$ cat config.mk
export PLATFORM = sky130hd
export DESIGN_NAME = sprite_drawer
export DESIGN_NICKNAME = d
export VERILOG_FILES = /design/src/rtl/video_pkg.sv /design/src/rtl/sprite_anim_counter.sv /design/src/rtl/sprite_drawer.sv
export SDC_FILE = /design/constraint.sdc
export NUM_CORES = 1
export LEC_CHECK = 0
export ABC_AREA = 1
export CORE_AREA = 4 4 114 116
export CTS_BUF_LIST = sky130_fd_sc_hd__clkbuf_4 sky130_fd_sc_hd__clkbuf_8
export DETAILED_ROUTE_END_ITERATION = 12
export DIE_AREA = 0 0 118 120
export MAX_ROUTING_LAYER = met4
export SLEW_MARGIN = 20
export SYNTH_ARGS = -nofsm -noshare
export SYNTH_HDL_FRONTEND = slang
export SYNTH_SLANG_ARGS = --single-unit
$ cat constraint.sdc
create_clock -name clk -period 5.4 [get_ports clk]
set_input_delay 1.08 -clock clk [delete_from_list [all_inputs] [get_ports clk]]
set_output_delay 1.08 -clock clk [all_outputs]
set_load 0.02 [all_outputs]
$ cat src/rtl/video_pkg.sv
// rtl/video_pkg.sv - shared video pipeline constants, sprite shadow type and width helper
package video_pkg;

  localparam int HV_W            = 10;
  localparam int COLOR_W_DEFAULT = 6;
  localparam int SPRITE_LATENCY  = 3;
  localparam int H_VISIBLE       = 640;
  localparam int V_VISIBLE       = 480;

  typedef struct packed {
    logic [HV_W-1:0] x;
    logic [HV_W-1:0] y;
    logic            en;
    logic            flip;
  } sprite_shadow_t;

  // Index width that never collapses to zero bits, even for a single entry.
  function automatic int clog2_min1(input int n);
    int w;
    w = 0;
    while ((1 << w) < n) w = w + 1;
    return (w < 1) ? 1 : w;
  endfunction

endpackage

$ cat src/rtl/sprite_anim_counter.sv
// rtl/sprite_anim_counter.sv - per-frame animation tick and frame index counter
module sprite_anim_counter
  import video_pkg::*;
#(
  parameter int FRAMES      = 4,
  parameter int FRAME_TICKS = 8
) (
  input  logic                           clk,
  input  logic                           reset,
  input  logic                           frame_start,
  input  logic                           anim_en,
  output logic [clog2_min1(FRAMES)-1:0]  frame_idx
);

  localparam int IDX_W  = clog2_min1(FRAMES);
  localparam int TICK_W = clog2_min1(FRAME_TICKS);
  localparam logic [IDX_W-1:0]  LAST_IDX  = IDX_W'(FRAMES - 1);
  localparam logic [TICK_W-1:0] LAST_TICK = TICK_W'(FRAME_TICKS - 1);

  logic [TICK_W-1:0] tick_q, tick_d;
  logic [IDX_W-1:0]  frame_idx_q, frame_idx_d;

  always_comb begin
    tick_d      = tick_q;
    frame_idx_d = frame_idx_q;
    if (frame_start && anim_en) begin
      if (tick_q == LAST_TICK) begin
        tick_d      = '0;
        frame_idx_d = (frame_idx_q == LAST_IDX) ? '0 : frame_idx_q + IDX_W'(1);
      end else begin
        tick_d = tick_q + TICK_W'(1);
      end
    end
  end

  always_ff @(posedge clk) begin
    if (reset) begin
      tick_q      <= '0;
      frame_idx_q <= '0;
    end else begin
      tick_q      <= tick_d;
      frame_idx_q <= frame_idx_d;
    end
  end

  assign frame_idx = frame_idx_q;

endmodule

$ cat src/rtl/sprite_drawer.sv
// rtl/sprite_drawer.sv - movable, animated, color-keyed sprite renderer driving an external sync ROM
module sprite_drawer
  import video_pkg::*;
#(
  parameter int SPR_W       = 68,
  parameter int SPR_H       = 59,
  parameter int FRAMES      = 4,
  parameter int COLOR_W     = COLOR_W_DEFAULT,
  parameter int TRANSPARENT = 0,
  parameter int FRAME_TICKS = 8,
  parameter int ADDR_W      = clog2_min1(SPR_W * SPR_H * FRAMES)
) (
  input  logic                          clk,
  input  logic                          reset,
  input  logic                          frame_start,
  input  logic [HV_W-1:0]               hcount,
  input  logic [HV_W-1:0]               vcount,
  input  logic [HV_W-1:0]               pos_x,
  input  logic [HV_W-1:0]               pos_y,
  input  logic                          enable,
  input  logic                          flip_h,
  input  logic                          anim_en,
  output logic [ADDR_W-1:0]             rom_addr,
  input  logic [COLOR_W-1:0]            rom_data,
  output logic [COLOR_W-1:0]            pixel,
  output logic                          draw,
  output logic [clog2_min1(FRAMES)-1:0] frame_idx
);

  localparam int AW1      = ADDR_W + 1;
  localparam int FRAME_SZ = SPR_W * SPR_H;
  localparam logic [COLOR_W-1:0] KEY = COLOR_W'(TRANSPARENT);

  sprite_shadow_t shadow_q, shadow_d;
  logic [ADDR_W-1:0]  rom_addr_q, rom_addr_d;
  logic               v1_q, v1_d;
  logic               v2_q, v2_d;
  logic [COLOR_W-1:0] pixel_q, pixel_d;
  logic               draw_q, draw_d;

  logic [10:0]    h_ext, v_ext, x_ext, y_ext, col, row;
  logic           in_box;
  logic [AW1-1:0] addr_full;

  sprite_anim_counter #(
    .FRAMES      (FRAMES),
    .FRAME_TICKS (FRAME_TICKS)
  ) u_anim (
    .clk         (clk),
    .reset       (reset),
    .frame_start (frame_start),
    .anim_en     (anim_en),
    .frame_idx   (frame_idx)
  );

  // Hit test in 11 bits so a box hanging past column/line 1023 clips instead of wrapping.
  always_comb begin
    shadow_d = shadow_q;
    if (frame_start) begin
      shadow_d = '{x: pos_x, y: pos_y, en: enable, flip: flip_h};
    end

    h_ext = {1'b0, hcount};
    v_ext = {1'b0, vcount};
    x_ext = {1'b0, shadow_q.x};
    y_ext = {1'b0, shadow_q.y};

    in_box = shadow_q.en &&
             (h_ext >= x_ext) && (h_ext < x_ext + 11'(SPR_W)) &&
             (v_ext >= y_ext) && (v_ext < y_ext + 11'(SPR_H));

    col = h_ext - x_ext;
    if (shadow_q.flip) begin
      col = 11'(SPR_W - 1) - col;
    end
    row = v_ext - y_ext;

    addr_full = AW1'(frame_idx) * AW1'(FRAME_SZ) + AW1'(row) * AW1'(SPR_W) + AW1'(col);

    rom_addr_d = in_box ? ADDR_W'(addr_full) : '0;
    v1_d       = in_box;
    v2_d       = v1_q;
    draw_d     = v2_q && (rom_data != KEY);
    pixel_d    = draw_d ? rom_data : '0;
  end

  always_ff @(posedge clk) begin
    if (reset) begin
      shadow_q   <= '0;
      rom_addr_q <= '0;
      v1_q       <= 1'b0;
      v2_q       <= 1'b0;
      pixel_q    <= '0;
      draw_q     <= 1'b0;
    end else begin
      shadow_q   <= shadow_d;
      rom_addr_q <= rom_addr_d;
      v1_q       <= v1_d;
      v2_q       <= v2_d;
      pixel_q    <= pixel_d;
      draw_q     <= draw_d;
    end
  end

  assign rom_addr = rom_addr_q;
  assign pixel    = pixel_q;
  assign draw     = draw_q;

endmodule
Word level (Yosys, flattened, before mapping)
Index checks and enable logic that the tools add are counted.
{"block": "word_totals", "n_memories": 0, "output_inout_bits": 23, "romBits": 0, "latchBits": 0, "input_bits": 52, "ram_bits": 0, "wordCells": 43, "register_bits": 50}
{"block": "classes", "mux": 3, "magnitude_cmp": 4, "n_div": 0, "eq_ne": 2, "bitwise": 2, "reduce_logical": 10, "addsub": 9, "multipliers": 2, "n_shift": 0}
{"cell": "$lt 10x11->1", "count": 2}
{"cell": "$sub 10x10->11", "count": 2}
{"cell": "$ge 10x10->1", "count": 2}
{"cell": "$add 14x11->14", "count": 1}
{"cell": "$add 14x14->14", "count": 1}
{"cell": "$mul 11x5->12 const B", "count": 1}
{"cell": "$mul 2x10->12 const B", "count": 1}
{"cell": "$add 10x6->11 const B", "count": 1}
{"cell": "$add 10x7->11 const B", "count": 1}
{"cell": "$mux 11", "count": 1}
{"cell": "$sub 7x11->11 const A", "count": 1}
{"cell": "$logic_and 1x1->1", "count": 6}
{"cell": "$reduce_bool 6->1", "count": 1}
{"cell": "$reduce_or 2->1", "count": 2}
{"cell": "$add 3x1->3 const B", "count": 1}
{"cell": "$eq 3x3->1 const B", "count": 1}
{"cell": "$mux 3", "count": 1}
{"cell": "$add 2x1->2 const B", "count": 1}
{"cell": "$eq 2x2->1 const B", "count": 1}
{"cell": "$mux 2", "count": 1}
{"cell": "$not 1->1", "count": 2}
{"cell": "$reduce_and 2->1", "count": 1}

Logic depth before layout (Yosys ltp)
{"block": "depth", "ltp_word": 7, "mapped_depth": 29, "depth_no_buf": 29}

Cells and area by module
From an unflattened synthesis, not the netlist that was laid out.
{"block": "hier_totals", "hier_cells": 677, "area_unflattened_um2": 4743.3}
{"module": "sprite_drawer", "seq_area_each_um2": 900.9, "instances": 1, "area_per_inst_um2": 4498.1, "cells_per_inst": 644}
{"module": "sprite_anim_counter", "seq_area_each_um2": 100.1, "instances": 1, "area_per_inst_um2": 245.2, "cells_per_inst": 33}

Worst setup path before layout
No wires, ideal clock.
{"block": "synth_path", "kind": "input to register", "startpoint": "in vcount[0]", "endpoint": "reg rom_addr_q[13], in the netlist rom_addr[13]", "setup_ns": 0.116, "path_buffers": 0, "cell_stages": 27, "required_time_ns": 5.284, "t_arrival_ns": 4.690, "path_slack_ns": 0.594, "path_cell_list": "inv_1 > ha_1 > inv_1 > fa_1 > nand3_1 > nand2_1 > a21oi_1 > o21ai_0 > xor2_1 > ha_1 > ha_1 > nand2_1 > nand2_1 > a31oi_1 > xor2_1 > inv_1 > ha_1 > ha_1 > inv_1 > nor3_1 > nand3b_1 > nand3_1 > inv_1 > nand3_1 > nand2_1 > inv_1 > nor2_1"}
{"block": "synth_between", "elab_chain_len": 5, "word_cells_on_any_way": 10, "cone_classes": "add/sub: 3; mul: 1; order compare: 2; bitwise: 1; reduce/logical: 3"}
{"element": "from (decl)", "line": "sprite_drawer.sv:17", "source": "input logic [HV_W-1:0] vcount,"}
{"element": "parallel branches: the longest is 5 deep, another holds $add 14x14->14"}
{"element": "to (signal assigned)", "line": "sprite_drawer.sv:97", "source": "rom_addr_q <= rom_addr_d;"}
{"element": "to (decl)", "line": "sprite_drawer.sv:35", "source": "logic [ADDR_W-1:0] rom_addr_q, rom_addr_d;"}
Parallel ways; which one is timed is not known.
A chain may end at the register's enable or synchronous reset.

Worst setup path in the final report
{"block": "layout_path", "startpoint": "in vcount[0]", "endpoint": "reg rom_addr_q[11], in the netlist rom_addr[11]"}
Same word-level chain as after synthesis.

==> qor.csv <==
stage;metric;value;unit
outcome;status;finished, final reports clean;
clocking;clk_pin_slew;0.11;ns
critical_path;critPathMaxStageDelay;0.60;ns
place;hpwl;9.58;mm
grt;grt_max_degree;44;
floorplan;core;11900;sq um
finish;drive_above_1_share;6.59;%
power_and_ir_drop;p_leak;2.87;nW
run;maxCapViolCount;0;
clocking;clock_latency;0.33;ns
critical_path;crit_top_cell;nand2_1;
clocking;cts_tree;done;
critical_path;worst-path-buf-inv;3;
timing;fin_skew;0.0199;ns
routing;wirelength;11.1;mm
routing;wl_per_cell;12.5;um
routing;drc;0;
grt;grt_antenna_before_repair;0;
floorplan;io_pins;75;
power_and_ir_drop;vdd_drop_max;0.000169;V
routing;num_vias;4288;
logic_synthesis;seq_area_frac_synth;21.4;%
logic_synthesis;ys_async_sr_fraction;0;%
critical_path;slowest_stage;fa_1;
logic_synthesis;synthAdderAreaFrac;24.8;%
logic_synthesis;synth-simple-area-share;23.7;%
finish;area_growth;23.4;%
clocking;post-cts-setup-buffers;0;
finish;multi_input_area;3230;sq um
grt;grt_overflow;0;
timing;finalSetupViolations;0;
clocking;cts_root_buf;clkbuf_8;
critical_path;crit_type;primary input to flop;
logic_synthesis;ys_warn_count;0;
clocking;clk_path_buf_depth;2;
logic_synthesis;postSynthCellCount;659;
logic_synthesis;muxShareOfSynthArea;0;%
hold_path;hold_class;flop to flop;
clocking;cts_buffers;5;
logic_synthesis;synth_top_area_cell;dfxtp_1;
routing;ant_nets;0;
routing;drt-initial-drc-count;162;
logic_synthesis;synth_xor_area_share;7.83;%
critical_path;cp_cell_sequence;clkdlybuf4s50_1 > inv_1 > ha_1 > inv_1 > fa_1 > nand3_1 > nand2_1 > a31oi_1 > xnor2_1 > ha_1 > fa_1 > fa_1 > ha_1 > nand2_1 > o21ai_1 > nor2_1 > o21ai_0 > nand2_1 > nand2_1 > nand2_1 > nand2_1 > nor2_2;
timing;rsz0062_at_grt;no;
grt;grt_first_pass_wirelength;19.1;mm
power_and_ir_drop;power;0.00202;W
critical_path;end_kind;flop;
place;port_buffers;74;
clocking;htree_levels;2;
grt;grt_usage;16.8;%
timing;timing.fmax;0.197;GHz
critical_path;path_max_fanout;3;
critical_path;cp-start-kind;primary input;
logic_synthesis;synth_top_family_by_area;adder cells;
logic_synthesis;yosysMostFrequentCell;nand2_1;
finish;register_area;1000;sq um
place;dp.cells;883;
clocking;cts_num_sinks;50;
logic_synthesis;yosysUniqueCellTypes;32;
logic_synthesis;synth.avg_cell_area;7.10;sq um
logic_synthesis;synth_nets;796;
timing;relSlewSlack;56.1;%
critical_path;crit_required;5.61;ns
grt;grt_pass1_vias;4240;
timing;period_share;94.0;%
power_and_ir_drop;p_per_area;349;nW/um^2
logic_synthesis;synth_top_area_share;21.4;%
floorplan;initial_core_util;39.3;%
critical_path;crit_family;adder cells;
finish;final_cells;891;
place;gp_congestion;0.891;
finish;antennaDiodeCount;0;
floorplan;fp.dieArea;14200;sq um
routing;viasPerCell;4.81;
timing;hold_viol;0;
logic_synthesis;synth_area_leaders;dfxtp_1, ha_1, nand2_1;
timing;report.final.slew_viol_count;0;
logic_synthesis;synth-compound-area-share;12.0;%
logic_synthesis;ys_top_cells_by_count;nand2_1, inv_1, ha_1;
timing;min_period;5.08;ns
timing;worst_pin_slew;0.657;ns
logic_synthesis;synth_edf_count;0;
critical_path;worstPathArrival;5.29;ns
logic_synthesis;synth_ff_type;dfxtp_1;
floorplan;rows;40;
floorplan;die_y;120;um
logic_synthesis;synthesis.area;4680;sq um
finish;fin_nets;880;
logic_synthesis;synth_seq_cells;50;
finish;fill_cells;1228;
routing;drt_first_pass_iters;5;
floorplan;die_w;118;um
## tightest hold or removal path, cell delays in order (launching register included)
cell and delay (ns):
dfxtp_1 0.32, inv_1 0.05, nor2_1 0.03
## through the flow
stage | cell area [sq um] | setup TNS (ns) | worst slack (ns) | util [%] | hold WS, ns
after CTS | 5750 | 0 | 0.261 | 48.3 | 0.427
after global routing | 5780 | 0 | 0.0624 | 48.5 | 0.463
final | 5780 | 0 | 0.324 | 48.5 | 0.426
after detailed placement | 5650 | -0.183 | -0.0836 | 47.5 | 0.415
after global placement | 5650 | -0.0528 | -0.0528 | 47.5 | 0.409
after floorplan | 4680 | 0 | 0.594 | - | 0.388
## registers in the layout (all words and copies together), names as in the netlist
signal,flops
rom_addr,14
u_anim.tick_q,3
shadow_q,22
u_anim.frame_idx,2
pixel,6
draw,1
v2_q,1
v1_q,1
## report_power, final
group          internal, W  switching (W)  total, W
Combinational     0.000582       0.000794   0.00138
Sequential        0.000384      0.0000113  0.000395
Clock            0.0000972       0.000150  0.000247
## layout by cell type (no fill, tap or decap), types with 2 or more instances in the layout
cell	n
xnor2_1	10
buf_4	12
nand4_1	12
ha_1	71
fa_1	13
nand3_2	2
inv_1	111
xor2_1	30
nor2_1	42
o21a_1	2
a31oi_1	4
clkbuf_8	5
nor3_2	2
nand2_2	3
nand3_1	34
nand2_1	133
a21oi_1	54
o21ai_0	37
nand3b_1	4
inv_2	5
nor3_1	5
a21o_1	4
nor2_2	12
dfxtp_1	50
clkdlybuf4s50_1	74
## worst paths after layout
kind	start	to	slack, ns	cells after the start
setup / recovery	vcount[0]	rom_addr[11]$_SDFF_PP0_	0.32	22
hold / removal	v1_q$_SDFF_PP0_	v2_q$_SDFF_PP0_	0.43	2
setup reg to reg	shadow_q[4]$_SDFFE_PP0P_	rom_addr[11]$_SDFF_PP0_	1.13	20
hold reg to reg	v1_q$_SDFF_PP0_	v2_q$_SDFF_PP0_	0.43	2
## per-layer routing
metal | global-route usage, % | up-vias | part of all wire [%]
met4 | 4.76 | 0 | 1.7
met3 | 3.82 | 12 | 5.5
met5 | - | - | 0
met1 | 20.9 | 1891 | 48
li1 | - | 2293 | -
met2 | 27.4 | 92 | 45
## repair_timing
item | 4_1_cts | 5_1_grt
gates resized for setup | 0 | 5
hold buffers | 0 | 0
endpoints found under the setup margin | 0 | 3
## layout make-up
cell class                      count  share of cell area [%]
Tap cell                          147                    3.18
Multi-Input combinational cell    483                    55.8
Sequential cell                    50                    17.3
Clock inverter                      3                   0.498
Timing Repair Buffer               86                    14.4
Inverter                          117                    7.60
Clock buffer                        5                    1.19
## cell families (layout without fill, tap and decap cells)
kind of cell	after synthesis	after routing
simple gates	251	251
buf+inv	126	211
compound gates	106	106
fa+ha+maj	85	85
flops	50	50
xor+xnor	41	41
No activity file was read; power rests on OpenSTA's default activity.
